File: src/rtl/mips_fetch_pkg.sv
// Shared types, constants and helpers for the MIPS instruction fetch stage.
package mips_fetch_pkg;

  typedef enum logic [1:0] {
    FETCH = 2'd0,
    HOLD  = 2'd1,
    DRAIN = 2'd2
  } fetch_state_t;

  // Source selected for the next program counter value.
  typedef enum logic [1:0] {
    PC_SEL_INC      = 2'd0,
    PC_SEL_REDIRECT = 2'd1,
    PC_SEL_FLUSH    = 2'd2
  } pc_sel_t;

  localparam logic [31:0] RESET_PC_DEFAULT = 32'h0000_0000;
  localparam logic [31:0] PC_INC           = 32'd4;

  // Force an address onto a word boundary.
  function automatic logic [31:0] align_word(input logic [31:0] addr);
    return {addr[31:2], 2'b00};
  endfunction

endpackage

File: src/rtl/instr_fetch_unit_pc_reg.sv
// Program counter register with next-value selection (pc+4, redirect, flush).
module pc_reg
  import mips_fetch_pkg::*;
#(
  parameter logic [31:0] RESET_PC = RESET_PC_DEFAULT
) (
  input  logic        clk,
  input  logic        reset,
  input  logic        load,
  input  pc_sel_t     sel,
  input  logic [31:0] redirectPc,
  input  logic [31:0] flushPc,
  output logic [31:0] pc,
  output logic [31:0] pcPlus4
);

  logic [31:0] pcNext;

  // Wraps naturally at 2^32.
  assign pcPlus4 = pc + PC_INC;

  // Next-PC mux; targets from outside are word-aligned here.
  always_comb begin
    pcNext = pcPlus4;
    case (sel)
      PC_SEL_INC:      pcNext = pcPlus4;
      PC_SEL_REDIRECT: pcNext = align_word(redirectPc);
      PC_SEL_FLUSH:    pcNext = align_word(flushPc);
      default:         pcNext = pcPlus4;
    endcase
  end

  // PC state, loaded only when the fetch FSM commands it.
  always_ff @(posedge clk) begin
    if (reset) begin
      pc <= align_word(RESET_PC);
    end else if (load) begin
      pc <= pcNext;
    end
  end

endmodule

File: src/rtl/instr_fetch_unit.sv
// Instruction fetch stage: owns the PC, fetches words over a req/ready
// handshake, holds each instruction until the datapath accepts it, and
// applies branch/jump redirects and flushes.
module instr_fetch_unit
  import mips_fetch_pkg::*;
#(
  parameter logic [31:0] RESET_PC = RESET_PC_DEFAULT,
  parameter int          CNT_W    = 32
) (
  input  logic             CLK,
  input  logic             reset,
  output logic             imem_req,
  output logic [31:0]      imem_addr,
  input  logic             imem_ready,
  input  logic [31:0]      imem_rdata,
  output logic             instr_valid,
  output logic [31:0]      instr,
  output logic [31:0]      pc,
  output logic [31:0]      pc_plus4,
  input  logic             stall,
  input  logic             redirect,
  input  logic [31:0]      redirect_pc,
  input  logic             flush,
  input  logic [31:0]      flush_pc,
  output logic [CNT_W-1:0] fetch_count
);

  fetch_state_t     state;
  fetch_state_t     nextState;
  logic             pcLoad;
  pc_sel_t          pcSel;
  logic             instrLoad;
  logic             cntInc;
  logic             tgtLoad;
  logic             useTgt;
  logic [31:0]      flushTgt;
  logic [31:0]      flushAddr;
  logic [31:0]      instrReg;
  logic [CNT_W-1:0] fetchCount;

  // A drain completes to the latched target unless a newer flush arrives.
  assign flushAddr = useTgt ? flushTgt : flush_pc;

  pc_reg #(
    .RESET_PC(RESET_PC)
  ) uPcReg (
    .clk       (CLK),
    .reset     (reset),
    .load      (pcLoad),
    .sel       (pcSel),
    .redirectPc(redirect_pc),
    .flushPc   (flushAddr),
    .pc        (pc),
    .pcPlus4   (pc_plus4)
  );

  // Request is gated by reset so an abandoned transaction drops immediately.
  assign imem_req    = !reset && ((state == FETCH) || (state == DRAIN));
  assign imem_addr   = pc;
  assign instr_valid = (state == HOLD);
  assign instr       = instrReg;
  assign fetch_count = fetchCount;

  // FSM state register.
  always_ff @(posedge CLK) begin
    if (reset) begin
      state <= FETCH;
    end else begin
      state <= nextState;
    end
  end

  // Next-state and datapath control; flush outranks acceptance everywhere.
  always_comb begin
    nextState = state;
    pcLoad    = 1'b0;
    pcSel     = PC_SEL_INC;
    instrLoad = 1'b0;
    cntInc    = 1'b0;
    tgtLoad   = 1'b0;
    useTgt    = 1'b0;
    case (state)
      FETCH: begin
        if (flush) begin
          if (imem_ready) begin
            // Returning word is dropped; restart directly.
            pcLoad = 1'b1;
            pcSel  = PC_SEL_FLUSH;
          end else begin
            // Request still outstanding; wait for it to retire.
            tgtLoad   = 1'b1;
            nextState = DRAIN;
          end
        end else if (imem_ready) begin
          instrLoad = 1'b1;
          nextState = HOLD;
        end
      end
      HOLD: begin
        if (flush) begin
          pcLoad    = 1'b1;
          pcSel     = PC_SEL_FLUSH;
          nextState = FETCH;
        end else if (!stall) begin
          cntInc    = 1'b1;
          pcLoad    = 1'b1;
          pcSel     = redirect ? PC_SEL_REDIRECT : PC_SEL_INC;
          nextState = FETCH;
        end
      end
      DRAIN: begin
        if (flush) begin
          if (imem_ready) begin
            pcLoad    = 1'b1;
            pcSel     = PC_SEL_FLUSH;
            nextState = FETCH;
          end else begin
            tgtLoad = 1'b1;
          end
        end else if (imem_ready) begin
          pcLoad    = 1'b1;
          pcSel     = PC_SEL_FLUSH;
          useTgt    = 1'b1;
          nextState = FETCH;
        end
      end
      default: nextState = FETCH;
    endcase
  end

  // Instruction holding register, retired-fetch counter and flush target.
  always_ff @(posedge CLK) begin
    if (reset) begin
      instrReg   <= 32'h0;
      fetchCount <= '0;
      flushTgt   <= 32'h0;
    end else begin
      if (instrLoad) begin
        instrReg <= imem_rdata;
      end
      if (cntInc) begin
        fetchCount <= fetchCount + CNT_W'(1);
      end
      if (tgtLoad) begin
        flushTgt <= align_word(flush_pc);
      end
    end
  end

endmodule

File: config.mk
export PLATFORM = sky130hd
export DESIGN_NAME = instr_fetch_unit
export DESIGN_NICKNAME = d
export VERILOG_FILES = /design/src/rtl/mips_fetch_pkg.sv /design/src/rtl/instr_fetch_unit_pc_reg.sv /design/src/rtl/instr_fetch_unit.sv
export SDC_FILE = /design/constraint.sdc
export NUM_CORES = 1
export LEC_CHECK = 0
export CORE_MARGIN = 3
export CORE_UTILIZATION = 45
export CTS_CLUSTER_DIAMETER = 40
export DETAILED_ROUTE_END_ITERATION = 12
export PLACE_DENSITY = 0.91
export SKIP_LAST_GASP = 1
export SYNTH_ARGS = -nofsm -noshare
export SYNTH_HDL_FRONTEND = slang
export SYNTH_SLANG_ARGS = --single-unit
export TNS_END_PERCENT = 1
File: constraint.sdc
create_clock -name CLK -period 3.4 [get_ports CLK]
set_input_delay 0.68 -clock CLK [delete_from_list [all_inputs] [get_ports CLK]]
set_output_delay 0.68 -clock CLK [all_outputs]
set_load 0.01 [all_outputs]
==> flow_summary.html <==
<table>
<tr><th>Metric</th><th>Value</th></tr>
<tr><th colspan="2">Drt</th></tr>
<tr><td>Total detailed-routing wirelength</td><td>around 24 mm</td></tr>
<tr><td>Total via count in the routed design</td><td>approximately 7600</td></tr>
<tr><td>Number of design-rule violations left by the first detailed-router iteration</td><td>947</td></tr>
<tr><td>Number of nets still failing antenna checks after routing</td><td>0</td></tr>
<tr><td>Per-cell via count in the routed design</td><td>5.760</td></tr>
<tr><td>DR DRC count</td><td>0</td></tr>
<tr><td>Average wire per standard cell</td><td>17.94 um</td></tr>
<tr><td>Number of iterations in the first detailed-routing pass</td><td>7</td></tr>
<tr><th colspan="2">Cells and area</th></tr>
<tr><td>Final cell count without fillers</td><td>about 1300</td></tr>
<tr><td>Synthesis-to-finish area growth</td><td>44.88%</td></tr>
<tr><td>Filler Cells Inserted</td><td>between 1000 and 1500</td></tr>
<tr><td>Share of layout cells above drive strength 1</td><td>0.09035</td></tr>
<tr><td>Final net count</td><td>~1200</td></tr>
<tr><td>Core utilization of the finished layout</td><td>0.6791</td></tr>
<tr><th colspan="2">Logic synthesis</th></tr>
<tr><td>Proportion of netlist area held by the largest area contributor</td><td>0.3634</td></tr>
<tr><td>Most instantiated flip-flop cell in the synthesis netlist</td><td>sky130_fd_sc_hd__dfxtp_1</td></tr>
<tr><td>YS warnings</td><td>0</td></tr>
<tr><td>Cells after synthesis</td><td>~900</td></tr>
<tr><td>Number of enable flip-flop cells after synthesis</td><td>0</td></tr>
<tr><td>Number of distinct library cells after synthesis</td><td>68</td></tr>
<tr><td>Area of the mapped netlist</td><td>just under 0.007 mm2</td></tr>
<tr><td>Async set-reset flop share out of synthesis</td><td>0</td></tr>
<tr><td>Post-synthesis sequential area ratio</td><td>0.3634</td></tr>
<tr><td>Syn_area_per_cell</td><td>between 7 and 8 um2</td></tr>
<tr><td>Library cell with the largest summed area after synthesis</td><td>sky130_fd_sc_hd__dfxtp_1</td></tr>
<tr><td>Flop and latch count out of synthesis</td><td>126</td></tr>
<tr><td>Top cells by area in the synthesized netlist</td><td>sky130_fd_sc_hd__dfxtp_1, sky130_fd_sc_hd__nand2_1, sky130_fd_sc_hd__a21oi_1</td></tr>
<tr><th colspan="2">CTS</th></tr>
<tr><td>CTS sink cnt</td><td>approximately 130</td></tr>
<tr><td>Clock buffers created by TritonCTS</td><td>17</td></tr>
<tr><td>Clock buffer depth</td><td>2</td></tr>
<tr><td>Worst-Skew Late Latency</td><td>0.42 ns</td></tr>
<tr><td>Master cell of the clock root buffer</td><td>sky130_fd_sc_hd__clkbuf_16</td></tr>
<tr><td>Post-CTS setup buffers</td><td>0</td></tr>
<tr><td>Worst-path clk slew</td><td>~0.06 ns</td></tr>
<tr><td># H-tree levels</td><td>4</td></tr>
<tr><td>TritonCTS clock tree</td><td>yes</td></tr>
<tr><th colspan="2">Critical path</th></tr>
<tr><td>Worst path required time</td><td>approximately 2.7 ns</td></tr>
<tr><td>Worst setup startpoint</td><td>uPcReg.pc[16]$_SDFFE_PP0P_</td></tr>
<tr><td>Reg2Reg Launch Point</td><td>state[1]$_SDFFE_PP0P_</td></tr>
<tr><td>Peak fanout along the critical path</td><td>6</td></tr>
<tr><td>Slowest cell on the critical path</td><td>sky130_fd_sc_hd__or3_2</td></tr>
<tr><td>Cell type group with the largest total delay on the critical path</td><td>simple AND/OR/NAND/NOR gates</td></tr>
<tr><td>Internal reg-to-reg setup slack</td><td>0.74 ns</td></tr>
<tr><td>Delay of the slowest cell on the worst path</td><td>0.55 ns</td></tr>
<tr><td>Data arrival, critical path</td><td>around 2.7 ns</td></tr>
<tr><td>Worst setup path class</td><td>register to primary output</td></tr>
<tr><td>CP Buf/Inv Count</td><td>1</td></tr>
<tr><td>CP Cell Sequence</td><td>and4_1 &gt; nand4_1 &gt; or3_2 &gt; xnor2_1 &gt; clkdlybuf4s50_1</td></tr>
<tr><td>Type of destination of the critical path</td><td>primary output</td></tr>
<tr><td>Category of the worst setup path launch point</td><td>register</td></tr>
<tr><th colspan="2">Timing</th></tr>
<tr><td>Total setup violations reported at the end of the flow</td><td>0</td></tr>
<tr><td>RSZ-0062 raised after global routing</td><td>true</td></tr>
<tr><td>Part of the cycle the worst path needs</td><td>0.9811</td></tr>
<tr><td>Number of max-slew violations in the final report</td><td>0</td></tr>
<tr><td>Total count of hold-check failures in the final report</td><td>0</td></tr>
<tr><td>Max Clock Freq</td><td>0.2998 GHz</td></tr>
<tr><td>Final-layout setup total negative slack</td><td>0 ns</td></tr>
<tr><td>Setup clock skew after layout</td><td>0.01141 ns</td></tr>
<tr><td>Final period demand of the worst path</td><td>3.336 ns</td></tr>
<tr><td>Tightest Pin Transition</td><td>1.100 ns</td></tr>
<tr><td>Relative slew slack</td><td>0.2667</td></tr>
<tr><th colspan="2">Status</th></tr>
<tr><td>Result of the run</td><td>finished clean</td></tr>
<tr><th colspan="2">Floorplan</th></tr>
<tr><td>Num rows</td><td>44</td></tr>
<tr><td>Die width</td><td>130.2 um</td></tr>
<tr><td>Total die area</td><td>roughly 0.017 mm2</td></tr>
<tr><td>Placeable Area</td><td>0.01481 mm2</td></tr>
<tr><td>Boundary Pins</td><td>264</td></tr>
<tr><td>Effective utilization at floorplan</td><td>0.4687</td></tr>
<tr><td>Die span in y</td><td>130.2 um</td></tr>
<tr><th colspan="2">Place</th></tr>
<tr><td>Port buffer count</td><td>about 250</td></tr>
<tr><td>DP Wirelength</td><td>approximately 17 mm</td></tr>
<tr><td>Placed Cells</td><td>approximately 1300</td></tr>
<tr><td>Final weighted congestion of routability-driven global placement</td><td>0.9203</td></tr>
<tr><th colspan="2">Power</th></tr>
<tr><td>P per Cell Area</td><td>405.9 mW/mm2</td></tr>
<tr><td>P_leak</td><td>3.606 nW</td></tr>
<tr><td>Highest ir drop seen on vdd</td><td>roughly 340 uV</td></tr>
<tr><td>Final Power</td><td>between 4 and 5 mW</td></tr>
<tr><th colspan="2">GRT</th></tr>
<tr><td>Maximum number of pins on one net before global-route repair</td><td>80</td></tr>
<tr><td>Overflow left after global routing</td><td>0</td></tr>
<tr><td>Global Route Usage Sum</td><td>0.2710</td></tr>
<tr><td>First-pass GRT wire length</td><td>36.37 mm</td></tr>
<tr><td>Antenna violations before repair</td><td>1</td></tr>
<tr><td>Vias in the first global route</td><td>about 7000</td></tr>
<tr><th colspan="2">Job</th></tr>
<tr><td>Number of violations of the max-capacitance limit</td><td>0</td></tr>
<tr><th colspan="2">Hold path</th></tr>
<tr><td>Worst hold path class</td><td>register to register</td></tr>
<tr><td>Hold path startpoint</td><td>instr[28]$_SDFFE_PP0P_</td></tr>
</table>
[power by group]
part	switching [mW]	internal (mW)	leakage [nW]
clock network	0.671	1.21	0.292
logic	0.309	0.320	2.29
registers	0.0434	1.53	1.03
total	1.02	3.06	3.61
[per-stage QoR]
stage | setup slack [ns] | cell area (um2) | hold WS (ns)
2_1_floorplan | 0.6894 | 6960 | 0.4338
3_3_place_gp | 0.1437 | 9434 | 0.4389
3_5_place_dp | 0.09945 | 9434 | 0.4460
4_1_cts | 0.006308 | 10050 | 0.4539
5_1_grt | -0.05015 | 10060 | 0.4684
6_report | 0.06417 | 10060 | 0.4507
[final timing paths]
check,to,depth (start not counted)
hold / removal,instr[28]$_SDFFE_PP0P_,2
hold reg to reg,instr[28]$_SDFFE_PP0P_,2
setup / recovery,pc_plus4[27],5
setup reg to reg,uPcReg.pc[10]$_SDFFE_PP0P_,7
[kinds of logic (layout without fill, tap and decap cells)]
family                   Yosys count  in the layout  share of synthesized area
other                              1              7                  0.0005402
AO/OA/AOI/OAI                    193            193                     0.1712
AND/OR/NAND/NOR                  397            397                     0.2810
XOR/XNOR                          46             46                    0.05804
flip-flops                       126            126                     0.3634
multiplexers                      14             14                    0.02091
buffers and inverters            118            343                    0.09769
adder cells (fa/ha/maj)            4              4                   0.007210
[synthesized netlist by cell type (3+ instances only)]
library cell / count
sky130_fd_sc_hd__nand2_1: 201
sky130_fd_sc_hd__dfxtp_1: 126
sky130_fd_sc_hd__a21oi_1: 95
sky130_fd_sc_hd__clkbuf_1: 46
sky130_fd_sc_hd__nand3_1: 41
sky130_fd_sc_hd__nor2_1: 40
sky130_fd_sc_hd__buf_4: 37
sky130_fd_sc_hd__xnor2_1: 32
sky130_fd_sc_hd__o21ai_0: 29
sky130_fd_sc_hd__nor3_1: 19
sky130_fd_sc_hd__inv_1: 18
sky130_fd_sc_hd__or3_1: 17
sky130_fd_sc_hd__nand4_1: 14
sky130_fd_sc_hd__xor2_1: 14
sky130_fd_sc_hd__a31oi_1: 13
sky130_fd_sc_hd__nor4_1: 13
sky130_fd_sc_hd__a221oi_1: 10
sky130_fd_sc_hd__mux2i_1: 10
sky130_fd_sc_hd__and3_1: 8
sky130_fd_sc_hd__buf_2: 8
sky130_fd_sc_hd__and4_1: 7
sky130_fd_sc_hd__and2_1: 6
sky130_fd_sc_hd__o32ai_1: 6
sky130_fd_sc_hd__o21a_1: 5
sky130_fd_sc_hd__clkbuf_8: 4
sky130_fd_sc_hd__ha_1: 4
sky130_fd_sc_hd__mux2_2: 4
sky130_fd_sc_hd__nand2b_1: 4
sky130_fd_sc_hd__nand3b_1: 4
sky130_fd_sc_hd__o22ai_1: 4
sky130_fd_sc_hd__a211o_1: 3
sky130_fd_sc_hd__a211oi_1: 3
sky130_fd_sc_hd__nor2b_1: 3
sky130_fd_sc_hd__nor4_2: 3
sky130_fd_sc_hd__o211a_1: 3
sky130_fd_sc_hd__o311ai_0: 3
sky130_fd_sc_hd__o31ai_1: 3
[cell usage in the layout (no fill, tap or decap), types with 17 or more instances in the layout]
cell type	instances
sky130_fd_sc_hd__dfxtp_1	122
sky130_fd_sc_hd__nor2_1	40
sky130_fd_sc_hd__a21oi_1	95
sky130_fd_sc_hd__buf_4	40
sky130_fd_sc_hd__nand3_1	41
sky130_fd_sc_hd__clkbuf_16	17
sky130_fd_sc_hd__o21ai_0	29
sky130_fd_sc_hd__nand2_1	201
sky130_fd_sc_hd__xnor2_1	32
sky130_fd_sc_hd__inv_1	18
sky130_fd_sc_hd__nor3_1	17
sky130_fd_sc_hd__or3_1	17
sky130_fd_sc_hd__clkdlybuf4s50_1	252
[worst register-to-register path, delay by kind of cell, from the launching register on]
| kind | cells | cell delay (ns) |
|---|---|---|
| adder cells (fa/ha/maj) | 1 | 0.34 |
| flip-flops | 1 | 0.53 |
| AND/OR/NAND/NOR | 3 | 0.62 |
| AO/OA/AOI/OAI | 3 | 1.06 |
[cell type report]
cell class / instances / area [um2] / share of cell area
multi-input combinational: 660 / 3776 / 0.3755
timing repair buffer: 293 / 2843 / 0.2827
sequential: 126 / 2527 / 0.2513
clock buffer: 22 / 474.2 / 0.04715
tap: 184 / 230.2 / 0.02289
clock inverter: 10 / 136.4 / 0.01356
inverter: 18 / 67.56 / 0.006718
antenna: 1 / 2.502 / 0.0002488
[layer usage]
metal	GRT usage	up-vias	part of all wire
met4	0.1100	0	0.033
li1	-	3552	-
met1	0.3555	3510	0.40
met5	0	-	0
met3	0.07859	64	0.10
met2	0.4197	443	0.47
[what timing repair did]
action | in CTS | in global routing
endpoints found under the setup margin | 1 | 12
hold buffers | 0 | 0
gates resized for setup | 1 | 4
Power figures use the tool's default switching activity.
